==> src/rtl/puzzle_pkg.sv <==
// Shared game-mode definitions for the sliding-puzzle board: FSM encoding,
// default timing constants and the screen codes used by the display logic.
package puzzle_pkg;

    typedef enum logic [2:0] {
        ST_IDLE      = 3'd0,
        ST_SHUFFLE   = 3'd1,
        ST_SETTLE    = 3'd2,
        ST_SOLVE     = 3'd3,
        ST_CELEBRATE = 3'd4
    } game_state_t;

    localparam int SHUFFLE_MOVES_DEF = 31;
    localparam int BUZZ_CYCLES_DEF   = 25_000_000;

    localparam logic [1:0] SCREEN_TITLE = 2'd0;
    localparam logic [1:0] SCREEN_MIX   = 2'd1;
    localparam logic [1:0] SCREEN_PLAY  = 2'd2;
    localparam logic [1:0] SCREEN_WIN   = 2'd3;

    // Screen the display should show for a given game state.
    function automatic logic [1:0] state_screen(game_state_t s);
        logic [1:0] scr;
        scr = SCREEN_TITLE;
        case (s)
            ST_SHUFFLE, ST_SETTLE: scr = SCREEN_MIX;
            ST_SOLVE:              scr = SCREEN_PLAY;
            ST_CELEBRATE:          scr = SCREEN_WIN;
            default:               scr = SCREEN_TITLE;
        endcase
        return scr;
    endfunction

endpackage

==> src/rtl/puzzle_mode_controller_rise_detect.sv <==
// Rising-edge detector for a synchronized button level. The history register
// resets high so a button held through reset release produces no pulse.
module rise_detect (
    input  logic clk,
    input  logic reset,
    input  logic d,
    output logic pulse
);

    logic d_q;

    always_ff @(posedge clk or posedge reset) begin
        if (reset) begin
            d_q <= 1'b1;
        end else begin
            d_q <= d;
        end
    end

    assign pulse = d & ~d_q;

endmodule

==> src/rtl/puzzle_mode_controller.sv <==
// Game-mode sequencer: scramble press -> counted burst of random-move requests
// -> settle -> solve phase -> timed buzzer on a solved board -> idle.
module puzzle_mode_controller
    import puzzle_pkg::*;
#(
    parameter int  SHUFFLE_MOVES = SHUFFLE_MOVES_DEF,
    parameter int  BUZZ_CYCLES   = BUZZ_CYCLES_DEF,
    localparam int CW            = $clog2(SHUFFLE_MOVES + 1)
) (
    input  logic          clk,
    input  logic          reset,
    input  logic          scramble_btn,
    input  logic          solved,
    input  logic          move_ack,
    output logic          rand_req,
    output logic          mix_state,
    output logic          solve_active,
    output logic          buzz,
    output logic [CW-1:0] shuffle_count,
    output logic [2:0]    state_dbg
);

    localparam int            TW        = $clog2(BUZZ_CYCLES + 1);
    localparam logic [CW-1:0] LAST_MOVE = CW'(SHUFFLE_MOVES - 1);
    localparam logic [TW-1:0] BUZZ_LOAD = TW'(BUZZ_CYCLES);

    // rand_req is a level held for the whole shuffle; every cycle with
    // move_ack high while it is up counts as one applied move, so the
    // generator may ack back-to-back at up to one move per cycle.

    game_state_t   state_q, state_d;
    logic [CW-1:0] count_q, count_d;
    logic [TW-1:0] timer_q, timer_d;
    logic          rise;

    rise_detect u_scramble_rise (
        .clk   (clk),
        .reset (reset),
        .d     (scramble_btn),
        .pulse (rise)
    );

    always_ff @(posedge clk or posedge reset) begin
        if (reset) begin
            state_q <= ST_IDLE;
            count_q <= '0;
            timer_q <= '0;
        end else begin
            state_q <= state_d;
            count_q <= count_d;
            timer_q <= timer_d;
        end
    end

    // Outputs depend only on state_q, so no input reaches an output
    // combinationally.
    always_comb begin
        state_d      = state_q;
        count_d      = count_q;
        timer_d      = timer_q;
        rand_req     = 1'b0;
        mix_state    = 1'b0;
        solve_active = 1'b0;
        buzz         = 1'b0;
        case (state_q)
            ST_IDLE: begin
                if (rise) begin
                    state_d = ST_SHUFFLE;
                    count_d = '0;
                end
            end
            ST_SHUFFLE: begin
                rand_req  = 1'b1;
                mix_state = 1'b1;
                if (move_ack) begin
                    count_d = count_q + CW'(1);
                    if (count_q == LAST_MOVE) begin
                        state_d = ST_SETTLE;
                    end
                end
            end
            ST_SETTLE: begin
                state_d = ST_SOLVE;
            end
            ST_SOLVE: begin
                solve_active = 1'b1;
                // A solved board beats a simultaneous reshuffle press.
                if (solved) begin
                    state_d = ST_CELEBRATE;
                    timer_d = BUZZ_LOAD;
                end else if (rise) begin
                    state_d = ST_SHUFFLE;
                    count_d = '0;
                end
            end
            ST_CELEBRATE: begin
                buzz = 1'b1;
                if (timer_q <= TW'(1)) begin
                    state_d = ST_IDLE;
                    timer_d = '0;
                end else begin
                    timer_d = timer_q - TW'(1);
                end
            end
            default: begin
                state_d = ST_IDLE;
            end
        endcase
    end

    assign shuffle_count = count_q;
    assign state_dbg     = state_q;

endmodule

==> config.mk <==
export PLATFORM = sky130hd
export DESIGN_NAME = puzzle_mode_controller
export DESIGN_NICKNAME = d
export VERILOG_FILES = /design/src/rtl/puzzle_pkg.sv /design/src/rtl/puzzle_mode_controller_rise_detect.sv /design/src/rtl/puzzle_mode_controller.sv
export SDC_FILE = /design/constraint.sdc
export NUM_CORES = 1
export LEC_CHECK = 0
export ABC_AREA = 1
export CAP_MARGIN = 10
export CORE_MARGIN = 1
export CORE_UTILIZATION = 40
export DETAILED_ROUTE_END_ITERATION = 16
export GPL_ROUTABILITY_DRIVEN = 0
export HOLD_SLACK_MARGIN = 0.02
export PLACE_DENSITY_LB_ADDON = 0.08
export SLEW_MARGIN = 25
export SYNTH_ARGS = -nofsm -noshare
export SYNTH_HDL_FRONTEND = slang
export SYNTH_SLANG_ARGS = --single-unit
==> constraint.sdc <==
create_clock -name clk -period 1.8 [get_ports clk]
set_clock_uncertainty 0.15 [all_clocks]
set_input_delay 0.45 -clock clk [delete_from_list [all_inputs] [get_ports clk]]
set_output_delay 0.45 -clock clk [all_outputs]
set_load 0.1 [all_outputs]
# Word level (Yosys, flattened, before mapping)
# Index checks and enable logic that the tools add are counted.
[totals]
ff_bits = 34
latchBits = 0
ramBits = 0
romBits = 0
inputBits = 5
output_inout_bits = 12
word_cells = 41
n_memories = 0
[op_classes]
addsub = 2
mul = 0
div = 0
order_cmp = 1
eq_ne = 10
shift = 0
n_mux = 16
bitwise_logic = 2
n_reduce_logical = 6
[ops]
columns = ["op", "n"]
rows = [
  ["25-bit 2-to-1 mux", 2],
  ["25-bit one-hot mux with 2 select lines", 1],
  ["25-bit by 1-bit <= comparator with 1-bit output (second input constant)", 1],
  ["25-bit by 1-bit subtractor with 25-bit output (second input constant)", 1],
  ["3-bit 2-to-1 mux", 5],
  ["5-bit 2-to-1 mux", 3],
  ["3-bit one-hot mux with 5 select lines", 1],
  ["5-bit one-hot mux with 3 select lines", 1],
  ["2-bit != test (second input constant)", 5],
  ["3-bit by 2-bit equality test with 1-bit output (second input constant)", 2],
  ["3-bit AND reduction", 2],
  ["5-bit by 1-bit adder with 5-bit output (second input constant)", 1],
  ["5-bit equality test (second input constant)", 1],
  ["3-bit by 1-bit equality test with 1-bit output (second input constant)", 1],
  ["3-bit equality test (second input constant)", 1],
  ["3-bit logical NOT", 1],
  ["1-bit 2-to-1 mux", 3],
  ["3-bit nonzero test", 1],
  ["2-bit AND reduction", 1],
  ["2-bit nonzero test", 1],
  ["1-bit AND", 1],
  ["1-bit NOT", 1],
]

# Logic depth before layout (Yosys ltp)
[depth]
word_depth = 5
mapped_depth = 11
mapped_depth_nobuf = 10

# Hierarchy
# A second synthesis with hierarchy kept.
[unflattened]
cells_unflattened = 317
hier_area_um2 = 2328.5
[by_module_without_submodules]
columns = ["mod", "n_inst", "cells_each", "area_each_um2", "seq_area_each_um2"]
rows = [
  ["puzzle_mode_controller", 1, 313, 2288.4, 825.8],
  ["rise_detect", 1, 4, 40.0, 26.3],
]

# Least setup slack after synthesis
# OpenSTA, ideal clock, no wires.
[synth_timing]
path_kind = "register -> register"
startpoint = "register state_q[0], in the netlist state_dbg[0]"
endpoint = "register timer_q[9]"
setup_time_ps = 127
arrival_time_ps = 3263
required_time_ps = 1523
setup_slack_ps = -1740
stages_incl_launch_ff = 9
path_buffers = 1
synth_period_minus_slack_ps = 3540
cell_sequence = "dfrtp_1 -> nand2_1 -> nor2_1 -> nand2_1 -> nand2_1 -> inv_2 -> buf_2 -> nand2_1 -> o21ai_0"
[synth_between]
elab_chain_cells = 3
word_cells_on_any_way = 6
cone_classes = "3 x eq/ne; 1 x mux; 2 x reduce/logical"
[synth_lines]
columns = ["item", "line_no", "rtl"]
rows = [
  ["start, declared", "puzzle_mode_controller.sv:31", "game_state_t state_q, state_d;"],
  ["start signal, assigned", "puzzle_mode_controller.sv:49", "state_q <= state_d;"],
  ["3-bit by 2-bit equality test with 1-bit output / 3-bit equality test (equally long branches)", "puzzle_mode_controller.sv:65", "case (state_q)"],
  ["2-bit != test (no line) / 2-bit nonzero test (equally long branches)", "-", ""],
  ["2-bit AND reduction (no line)", "-", ""],
  ["end signal, assigned", "puzzle_mode_controller.sv:51", "timer_q <= timer_d;"],
  ["end, declared", "puzzle_mode_controller.sv:33", "logic [TW-1:0] timer_q, timer_d;"],
]
# Parallel ways exist; a longest one is shown, timed or not.
# A chain may end at the register's enable or synchronous reset.

# Final worst setup path
[layout_timing]
startpoint = "register state_q[1], in the netlist state_dbg[1]"
endpoint = "output port mix_state"
[layout_between]
elab_chain_cells = 2
[layout_lines]
columns = ["item", "line_no", "rtl"]
rows = [
  ["3-bit by 1-bit equality test with 1-bit output", "puzzle_mode_controller.sv:65", ""],
  ["1-bit 2-to-1 mux", "puzzle_mode_controller.sv:65", ""],
  ["end, declared", "puzzle_mode_controller.sv:16", "output logic mix_state,"],
]
# Every way passes these cells.

==> run summary <==
Post-route setup slack - -0.0737 ns
Global-route wire length before repair - 9640 um
Critical Path Source Type - flop
Compound-Gate Fraction of Synth Area - 0.0977
Initial Utilization - 0.428
# IOs - 17
Unrepaired setup endpoints after global routing - yes
TritonCTS buffer count - 5
Main combinational cell family by area after synthesis - simple AND/OR/NAND/NOR gates
Critical-path cell list - inv_6 -> nand3_4 -> clkinvlp_4 -> buf_12
CP Class - reg2out
Reg2Reg Depth - 10
Outcome - finished with violations
Residual DRC - 0
Largest net degree at the start of global routing - 35
Max Clk Rate - 534 MHz
Fin crit period - 1.87 ns
Finished Layout Cells - 446
Syn-to-layout area delta - 39.0%
Commonest non-fill, non-tap cell in the layout - nand2_1
Vias in the first global route - 2,037
Synth Area in Adders - 0.0223
Footprint of the multi-input gates - 1330 um^2
Slew Viols, Final - 0
Final instance area - 3120 um^2
Final hold violation count - 0
# rows - 26
Top-area cell type share of the netlist area - 0.368
Worst path required time - 1.20 ns
Remaining antenna violation count - 0
Power Total - 1.43 mW
GRT overflow - 0
Post-synth top area cell - dfrtp_1
Syn Std Cell Area - 2240 um^2
IO Port Bufs - 16
CTS Buffer Depth - 2
DR WL/cell - 12.3 um
Share of cells above drive strength 1 - 0.279
Dpl cells - 428
Reg-to-reg endpoint - shuffle_count[0]$_DFFE_PP0P_
Hold Path Class - in2async
Latest clock arrival within the worst-skew pair - 0.29 ns
Avg Vias per Cell - 4.65
XOR/XNOR Fraction of Synth Area - 0.0586
Worst-Margin Slew - 0.267 ns
Seq cells post-synth - 34
Placed Area - 2860 um^2
Die width - 76.9 um
Drt pass-1 iters - 4
GRT Util Overall - 0.210
H-tree levels - 2
Ant. Diodes - 0
CORE AREA - 5240 um^2
CP Max Fanout - 3
Final Setup Violations - 5
Worst rel slew slack - 0.820
Period utilisation layout - 1.04
Slowest CP cell - dfrtp_4
Flop2flop setup slack - 0.09 ns
Register area - 867 um^2
Routed wire length - 5510 um
Setup WS pre-CTS - -0.227 ns
Synth Warn # - 0
Max Cap Viol - 0
CTS tree - built
Clock sink count - 34
Synth area leaders - dfrtp_1 37%, nand2_1 16%, nor2_1 8.9%
Initial antenna violation count - 0
Seq/Total Area, Yosys - 0.380
Gate Count Post-Synth - 320
CP peak stage delay - 0.50 ns
Vias - 2,076
Worst-path clk slew - 0.07 ns
Synth cell types - 26
CP Capture Type - output pin
Syn avg cell area - 7.01 um^2
Nets - 384
Leakage power - 1.36 nW
Commonest non-fill, non-tap cells in the layout - 91 x nand2_1, 40 x nor2_1, 34 x buf_4
PD cells - 458 nW/um^2
Post-DP HPWL - 4260 um
Clk Tree Root Cell - clkbuf_8
Failing checks - negative setup slack
DRT iter0 DRCs - 98
CTS hold repair buffers - 0
Die footprint - 5910 um^2
Synth Area in Simple Gates - 0.367
Die height - 76.9 um
Fillcell total - 485
CP Data Arrival Time - 1.27 ns
Worst reg2reg path startpoint - state_dbg[0]$_DFFE_PP0P_
Multiplexer area fraction after synthesis - 0
Syn Nets - 329
Worst VDD drop - 392 uV
-- stage by stage --
stage | TNS, ns | hold slack (ns) | util
after global placement | -1.07 | 0.366 | 0.545
after floorplan | -11.55 | 0.304 | -
final | -0.257 | 0.348 | 0.595
after CTS | -0.369 | 0.353 | 0.582
after detailed placement | -1.10 | 0.364 | 0.545
after global routing | -0.439 | 0.384 | 0.595
-- critical path: cells and delay by family (launching register included) --
family	cells	cell delay, ns
simple gates	1	0.09
flops	1	0.50
buf+inv	3	0.39
-- cell type report --
type                            count  share of cell area
Multi-Input combinational cell    248               0.427
Inverter                           32              0.0454
Tap cell                           70              0.0281
Clock inverter                      1             0.00161
Sequential cell                    34               0.278
Clock buffer                        7              0.0277
Timing Repair Buffer               54               0.192
-- worst max path at each step --
stage,startpoint,end,cells past startpoint
after global placement,scramble_btn,shuffle_count[0]$_DFFE_PP0P_,10
after floorplan,state_dbg[2]$_DFFE_PP0P_,rand_req,4
after global routing,state_dbg[1]$_DFFE_PP0P_,mix_state,4
after CTS,state_dbg[1]$_DFFE_PP0P_,buzz,5
final,state_dbg[1]$_DFFE_PP0P_,mix_state,4
after detailed placement,scramble_btn,shuffle_count[0]$_DFFE_PP0P_,10
-- synthesized netlist by cell type --
master and n:
nand2_1 96, nor2_1 53, dfrtp_1 33, inv_1 28, nand3_1 17, o21ai_0 14, xor2_1 12, o21ai_1 10
o21bai_1 10, nand4_1 7, nor2_2 7, ha_1 4, inv_2 4, nor2_4 4, a21oi_1 3, buf_4 3
nand2_2 3, xnor2_1 3, nor3_1 2, a311oi_1 1, buf_2 1, buf_8 1, clkbuf_1 1, dfstp_2 1
nand2_4 1, or2_2 1
-- sequential cells by signal, summed over array words and instances (netlist names) --
| signal | flops |
|---|---|
| timer_q | 25 |
| shuffle_count | 5 |
| u_scramble_rise.d_q | 1 |
| state_dbg | 3 |
-- power breakdown --
part / internal (mW) / switching (mW)
sequential: 0.768 / 0.00550
combinational: 0.0252 / 0.0398
clock: 0.309 / 0.281
-- repair_timing --
item                       in CTS  in global routing
pin swaps                       3                  2
setup endpoints to repair       4                 37
buffers inserted                9                  3
resized for setup              10                 29
-- routing by layer --
layer / track usage / routed length, um
met5: 0 / 0
met1: 0.286 / 2820
met4: 0.0750 / 76
met3: 0.0321 / 147
met2: 0.335 / 2460
-- cell families (layout without fill, tap and decap cells) --
kind of cell | after synthesis | count (layout)
buffers and inverters | 38 | 94
and+or+nand+nor | 191 | 191
adders and majority gates | 4 | 4
AOI/OAI and AO/OA | 38 | 38
xor gates and xnor gates | 15 | 15
DFF | 34 | 34
Note: power is estimated with default switching activity, not from simulation.
